[config.mk]
export PLATFORM = sky130hd
export DESIGN_NAME = alsu_sequencer
export DESIGN_NICKNAME = d
export VERILOG_FILES = /design/src/rtl/alsu_pkg.sv /design/src/rtl/alsu_sequencer.sv
export SDC_FILE = /design/constraint.sdc
export NUM_CORES = 1
export LEC_CHECK = 0
export ABC_AREA = 0
export CAP_MARGIN = 20
export CORE_UTILIZATION = 50
export CTS_BUF_LIST = sky130_fd_sc_hd__clkbuf_8
export CTS_CLUSTER_SIZE = 25
export DETAILED_ROUTE_END_ITERATION = 10
export DONT_BUFFER_PORTS = 1
export GPL_TIMING_DRIVEN = 0
export PLACE_DENSITY_LB_ADDON = 0.05
export SYNTH_ARGS = -nofsm -noshare
export SYNTH_HDL_FRONTEND = slang
export SYNTH_SLANG_ARGS = --single-unit
[constraint.sdc]
create_clock -name clk -period 1.8 [get_ports clk]
set_input_delay 0.18 -clock clk [delete_from_list [all_inputs] [get_ports clk]]
set_output_delay 0.18 -clock clk [all_outputs]
set_load 0.05 [all_outputs]
[src/rtl/alsu_pkg.sv]
// alsu_pkg
//   Definitions shared by the ALSU sequencer and the code around it:
//   the sequencer state encoding, the ALSU unit codes (select bits s3s2),
//   the carry-in source codes, and the default datapath and repeat widths.
package alsu_pkg;

    localparam int unsigned WIDTH_DEF = 8;
    localparam int unsigned REP_W_DEF = 3;

    typedef enum logic [1:0] {
        IDLE = 2'b00,
        EXEC = 2'b01,
        RESP = 2'b10
    } state_t;

    // ALSU unit, selected by s3s2
    typedef enum logic [1:0] {
        UNIT_ARITH = 2'b00,
        UNIT_LOGIC = 2'b01,
        UNIT_SHR   = 2'b10,
        UNIT_SHL   = 2'b11
    } unit_t;

    // Carry-in source for an operation
    typedef enum logic [1:0] {
        CIN_ZERO  = 2'b00,
        CIN_ONE   = 2'b01,
        CIN_CARRY = 2'b10,
        CIN_RSVD  = 2'b11
    } cin_mode_t;

    // The reserved carry-in code behaves like CIN_ZERO.
    function automatic logic cin_select(input cin_mode_t mode, input logic carry);
        logic cin;
        case (mode)
            CIN_ONE:   cin = 1'b1;
            CIN_CARRY: cin = carry;
            default:   cin = 1'b0;
        endcase
        return cin;
    endfunction

endpackage

[src/rtl/alsu_sequencer.sv]
// alsu_sequencer
//   Sequential initiator for the 8-bit combinational ALSU. Owns the
//   accumulator, carry flag and sticky overflow flag. A command is taken over
//   a valid/ready handshake and either loads the accumulator (cmd_load) or
//   runs the selected ALSU operation cmd_rep+1 times on the accumulator, each
//   repetition feeding the updated acc and carry into the next. The result is
//   returned over a valid/ready response handshake. The ALSU itself sits
//   beside this block; its inputs are driven from registers here, so the path
//   ALSU in -> ALSU out -> acc is one full cycle.
//
// Ports
//   clk, rst_n      clock (rising edge), synchronous active-low reset
//   cmd_valid/ready command handshake; ready only while IDLE
//   cmd_sel         ALSU select {s3,s2,s1,s0}
//   cmd_b           B operand, or load value
//   cmd_cin_mode    carry-in source (0, 1, carry flag, reserved = 0)
//   cmd_load        load acc from cmd_b, no ALSU operation
//   cmd_rep         extra repetitions
//   alsu_a/b/s/cin  to the ALSU
//   alsu_f/cout/ovf from the ALSU
//   rsp_valid/ready response handshake
//   rsp_f/cout/ovf  final result, carry flag, sticky overflow
//   acc             accumulator
//   busy            sequencer is not IDLE
module alsu_sequencer
    import alsu_pkg::*;
#(
    parameter int unsigned WIDTH = WIDTH_DEF,
    parameter int unsigned REP_W = REP_W_DEF
) (
    input  logic             clk,
    input  logic             rst_n,
    input  logic             cmd_valid,
    output logic             cmd_ready,
    input  logic [3:0]       cmd_sel,
    input  logic [WIDTH-1:0] cmd_b,
    input  logic [1:0]       cmd_cin_mode,
    input  logic             cmd_load,
    input  logic [REP_W-1:0] cmd_rep,
    output logic [WIDTH-1:0] alsu_a,
    output logic [WIDTH-1:0] alsu_b,
    output logic [3:0]       alsu_s,
    output logic             alsu_cin,
    input  logic [WIDTH-1:0] alsu_f,
    input  logic             alsu_cout,
    input  logic             alsu_ovf,
    output logic             rsp_valid,
    input  logic             rsp_ready,
    output logic [WIDTH-1:0] rsp_f,
    output logic             rsp_cout,
    output logic             rsp_ovf,
    output logic [WIDTH-1:0] acc,
    output logic             busy
);

    state_t           state_q, state_d;

    logic [WIDTH-1:0] acc_q;
    logic             carry_q;
    logic             ovf_q;
    logic [REP_W-1:0] cnt_q;
    logic [3:0]       sel_q;
    logic [WIDTH-1:0] b_q;
    cin_mode_t        mode_q;

    logic             accept;
    logic             exec_step;
    unit_t            unit;

    assign unit = unit_t'(sel_q[3:2]);

    // ------------------------------------------------------------------
    // State register
    // ------------------------------------------------------------------
    always_ff @(posedge clk) begin
        if (!rst_n) begin
            state_q <= IDLE;
        end else begin
            state_q <= state_d;
        end
    end

    // ------------------------------------------------------------------
    // Next state and handshake strobes
    // ------------------------------------------------------------------
    always_comb begin
        state_d   = state_q;
        accept    = 1'b0;
        exec_step = 1'b0;
        cmd_ready = 1'b0;

        case (state_q)
            IDLE: begin
                cmd_ready = 1'b1;
                if (cmd_valid) begin
                    accept  = 1'b1;
                    state_d = cmd_load ? RESP : EXEC;
                end
            end

            EXEC: begin
                exec_step = 1'b1;
                // Counter holds the repetitions still owed after this one.
                if (cnt_q == '0) begin
                    state_d = RESP;
                end
            end

            RESP: begin
                if (rsp_ready) begin
                    state_d = IDLE;
                end
            end

            default: begin
                state_d = IDLE;
            end
        endcase
    end

    // ------------------------------------------------------------------
    // Accumulator, flags, latched command fields and repeat counter
    // ------------------------------------------------------------------
    always_ff @(posedge clk) begin
        if (!rst_n) begin
            acc_q   <= '0;
            carry_q <= 1'b0;
            ovf_q   <= 1'b0;
            cnt_q   <= '0;
            sel_q   <= '0;
            b_q     <= '0;
            mode_q  <= CIN_ZERO;
        end else begin
            if (accept) begin
                sel_q  <= cmd_sel;
                b_q    <= cmd_b;
                mode_q <= cin_mode_t'(cmd_cin_mode);
                cnt_q  <= cmd_rep;
                ovf_q  <= 1'b0;
                // A load leaves the carry flag untouched.
                if (cmd_load) begin
                    acc_q <= cmd_b;
                end
            end

            if (exec_step) begin
                acc_q   <= alsu_f;
                // The logic unit has no meaningful carry; it clears the flag.
                carry_q <= (unit == UNIT_LOGIC) ? 1'b0 : alsu_cout;
                // ALSU overflow only means something for shift-left.
                if (unit == UNIT_SHL) begin
                    ovf_q <= ovf_q | alsu_ovf;
                end
                if (cnt_q != '0) begin
                    cnt_q <= cnt_q - REP_W'(1);
                end
            end
        end
    end

    // ------------------------------------------------------------------
    // Outputs: everything below is a register or a function of registers
    // ------------------------------------------------------------------
    assign alsu_a    = acc_q;
    assign alsu_b    = b_q;
    assign alsu_s    = sel_q;
    assign alsu_cin  = cin_select(mode_q, carry_q);

    assign rsp_valid = (state_q == RESP);
    assign rsp_f     = acc_q;
    assign rsp_cout  = carry_q;
    assign rsp_ovf   = ovf_q;

    assign acc       = acc_q;
    assign busy      = (state_q != IDLE);

endmodule

---- Word level (Yosys, flattened, before mapping) ----
Cells that the tools add are included.
cells by class
  mux-type cells .......................... 20
  add/sub/neg operators ................... 1
  bitwise operators ....................... 1
  equal/unequal tests ..................... 9
  reductions and logical operators ........ 8
operator list
  cell                                                    count
  2-to-1 mux 8 bit                                        3
  2-to-1 mux 3 bit                                        3
  2-to-1 mux 1 bit                                        8
  2-to-1 mux 2 bit                                        4
  == test 2 x 1 -> 1 bit (second input constant)          3
  == test 2 bit (second input constant)                   3
  one-hot mux 2 bit (3 select lines)                      1
  nonzero test 2 bit                                      3
  inequality test 2 bit (second input constant)           2
  zero test 3 bit                                         1
  AND reduction 3 bit                                     1
  nonzero test 3 bit                                      1
  subtractor 3 x 1 -> 3 bit (second input constant)       1
  zero test 2 bit                                         1
  inequality test 2 x 1 -> 1 bit (second input constant)  1
  one-hot mux 1 bit (2 select lines)                      1
  AND reduction 2 bit                                     1
  OR 1 bit                                                1
word-level totals
  output and inout bits ................... 42
  input bits .............................. 32
  register bits ........................... 29
  logic and storage cells ................. 47

---- Longest topological paths before layout ----
  depth in word-level cells ............... 5
  mapped depth ............................ 5
  depth with buffers taken out ............ 5

---- Worst setup path before layout ----
No wires, ideal clock.
  path type ............................... register -> output
  start ................................... register state_q[0]
  end ..................................... output busy
  data required time ...................... 1.620 ns
  arrival ................................. 1.665 ns
  path buffers ............................ 1
  cell stages (with the launch flop) ...... 4
  slack ................................... -0.045 ns
  cells stage by stage .................... dfxtp_1 buf_2 nor2_1 inv_1
on the way
  longest elaborated chain between the ends .. 1
RTL lines
  element                 RTL line               source
  start, declared         alsu_sequencer.sv:56   state_t state_q, state_d;
  start signal, assigned  alsu_sequencer.sv:79   state_q <= state_d;
  nonzero test 2 bit      alsu_sequencer.sv:175  assign busy = (state_q != IDLE);
  end, declared           alsu_sequencer.sv:53   output logic busy
Every way passes these cells.

---- Worst setup path in the final report ----
  start ................................... register carry_q, in the netlist rsp_cout
  end ..................................... output alsu_cin
on the way
  longest elaborated chain between the ends .. 1
RTL lines
  element                             RTL line               source
  start, declared                     alsu_sequencer.sv:59   logic carry_q;
  start signal, assigned              alsu_sequencer.sv:149  carry_q <= (unit == UNIT_LOGIC) ? 1'b0 : alsu_cout;
  one-hot mux 1 bit (2 select lines)  alsu_pkg.sv:35         case (mode)
  end, declared                       alsu_sequencer.sv:43   output logic alsu_cin,
Every way passes these cells.

==> results.md <==
- Status: finished clean
- Max stage delay cell, worst path: dfxtp_1
- Async S/R FF share, synth: 0%
- Worst VDD drop: 0.000898 V
- Clock tree buffer depth: 2
- Via/cell ratio: 5.50
- CTS tree: built
- Starting DRT DRC Count: 9
- R2R cell count: 4
- RSZ-0062 raised after global routing: false
- Setup TNS: 0 ps
- Total gr overflow: 0
- Crit path kind: reg2out
- Port Buffers: 0
- Post-Syn Nets: 206
- CTS Root Cell: clkbuf_8
- CP endpoint kind: output port
- Critical Path Fanout Max: 3
- WP data required: 1620 ps
- Detailed Route WL: 2940 um
- Clock Sinks: 29
- Hold Path Depth: 2
- Final Max Tran Viols: 0
- Num CTS Buffers: 5
- Setup Viol. Count Final: 0
- Hold/Removal Path Class: in2reg
- Fin Clk Skew: 3.57 ps
- Design area: 1530 um2
- Yosys cell types: 32
- Mapped Area: 1390 um2
- Yosys reg bits: 29
- CP Depth: 2
- 1st-pass router iterations: 3
- IO Pins: 74
- Worst path bufs/invs: 0
- EDFF count, synth: 0
- N_diodes: 0
- Synth top area cells: dfxtp_1 (42%), a21oi_1 (9.7%), nand2_1 (8.9%), buf_4 (8.6%), o221ai_1 (5.0%)
- Post-Synthesis Cells: 170
- Initial antenna violation count: 0
- Filler cells: 227
- HPWL Detailed: 2200 um
- Worst-path cell chain: a21oi_1 > nor2_4
- Share of the synthesized area in the top cell type: 41.7%
- Crit path launch type: register
- First-pass GRT wire length: 4250 um
- Area Growth Syn to Fin: 10.2%
- Wire per inst: 14.1 um
- Ys Warns: 0
- Top FF cell, synth: dfxtp_1
- Sequential share of the synthesized area: 41.7%
- Max Cap Viol: 0
- Vert. Die Dim: 54.8 um
- Clock transition at the registers of the reported paths: 60 ps
- DRC viols: 0
- Tot GR Track Use: 20.6%
- Vias: 1144
- Yosys top cell by area: dfxtp_1
- Vias in the first global route: 996
- DRT antenna net count: 0
- # rows: 18
- Placer Congestion: 0.678
- H-tree depth: 2
- Static leakage: 0.607 nW
- Final worst path period need: 1630 ps
- Worst path top cell family by delay: flip-flops
- Layout cells sized above 1: 19.1%
- Critical path arrival: 1450 ps
- Util after Layout: 60.3%
- DIE AREA: 3000 um2
- Fin crit share: 90.5%
- Initial Util: 54.7%
- Clock Latency Late Sink: 270 ps
- Largest net degree at the start of global routing: 11
- Fin nets: 213
- Hold_buf cts: 0
- Post-DP Area: 1430 um2
- FMAX: 614 MHz
- Horiz. Die Dim: 54.8 um
- Core ar.: 2540 um2
- Syn_area_per_cell: 8.19 um2
- Worst-Margin Slew: 585 ps
- Headroom to the max-slew limit: 60.9%
- Final hold violations: 0
- PwrDens: 1170 nW/um2
- CP peak stage delay: 670 ps
-- worst paths after layout --
path	start	end	slack [ps]
min	cmd_cin_mode[1]	mode_q[1]	40
max	rsp_cout	alsu_cin	170
max reg2reg	state_q[0]	cnt_q[0]	340
min reg2reg	mode_q[1]	mode_q[1]	470
-- state kept, by name, summed over array words and instances, names as in the netlist --
name      count
alsu_b        8
state_q       2
cnt_q         3
mode_q        2
alsu_s        4
rsp_cout      1
acc           8
rsp_ovf       1
-- synthesized netlist by cell type (2+ instances only) --
library cell  count
a21oi_1          27
buf_2             4
buf_4            16
clkbuf_1          5
dfxtp_1          29
ha_1              4
inv_1            13
nand2_1          33
nand2b_1          3
nor2_1            3
nor2b_1           3
o21a_1            2
o21ai_0           2
o221ai_1          8
-- where the power goes --
| part | internal (W) | switching [W] |
|---|---|---|
| combinational | 0.000125 | 0.000295 |
| sequential | 0.000694 | 0.000177 |
| clock | 0.000266 | 0.000242 |
-- stage by stage --
| stage | hold WS, ps | cells | power [W] | setup slack [ps] |
|---|---|---|---|---|
| 2_1_floorplan | 316 | 170 | 0.00125 | 207 |
| 3_3_place_gp | 318 | 200 | 0.00129 | 155 |
| 3_5_place_dp | 324 | 200 | 0.00130 | 151 |
| 4_1_cts | 27.5 | 208 | 0.00182 | 55.3 |
| 5_1_grt | 27.9 | 208 | 0.00189 | 93.3 |
| 6_report | 36.0 | 208 | 0.00180 | 171 |
-- what timing repair did --
action                                 CTS  global route
gates resized for setup                  3             1
setup endpoints to repair                3             1
endpoints found under the hold margin    0             0
setup buffers                            0             0
gates cloned                             0             0
-- layout make-up --
| type | count | area [um2] | share of cell area, % |
|---|---|---|---|
| multi-input cells | 101 | 607 | 39.6 |
| flip-flops and latches | 29 | 581 | 37.8 |
| plain buffers | 26 | 170 | 11.1 |
| clock buffers | 5 | 68.8 | 4.49 |
| inverters | 14 | 52.6 | 3.43 |
| well taps | 30 | 37.5 | 2.45 |
| clock inverters | 3 | 17.5 | 1.14 |
-- cell families (layout without fill, tap and decap cells) --
family / after synthesis / count (layout) / synth area share [%]
and+or+nand+nor: 52 / 52 / 18.5
AOI/OAI and AO/OA: 45 / 45 / 20.2
buffers and inverters: 40 / 48 / 16.0
DFF: 29 / 29 / 41.7
adders and majority gates: 4 / 4 / 3.59
-- per-layer routing --
layer	track usage [%]	vias to the layer above	routed length [um]
met2	36.1	49	1480
met4	12.0	0	40
li1	-	570	-
met5	0	-	0
met1	21.3	519	1170
met3	6.39	6	242
-- placed cells by master, fill, tap and decap left out, types with 3 or more instances in the layout --
| master | synthesis | layout |
|---|---|---|
| clkbuf_8 | 0 | 5 |
| clkbuf_1 | 5 | 5 |
| dfxtp_1 | 29 | 29 |
| buf_2 | 4 | 4 |
| ha_1 | 4 | 4 |
| nand2_1 | 33 | 33 |
| o221ai_1 | 8 | 8 |
| a21oi_1 | 27 | 27 |
| buf_4 | 16 | 16 |
| nand2b_1 | 3 | 3 |
| inv_1 | 13 | 13 |
Power figures use the tool's default switching activity.
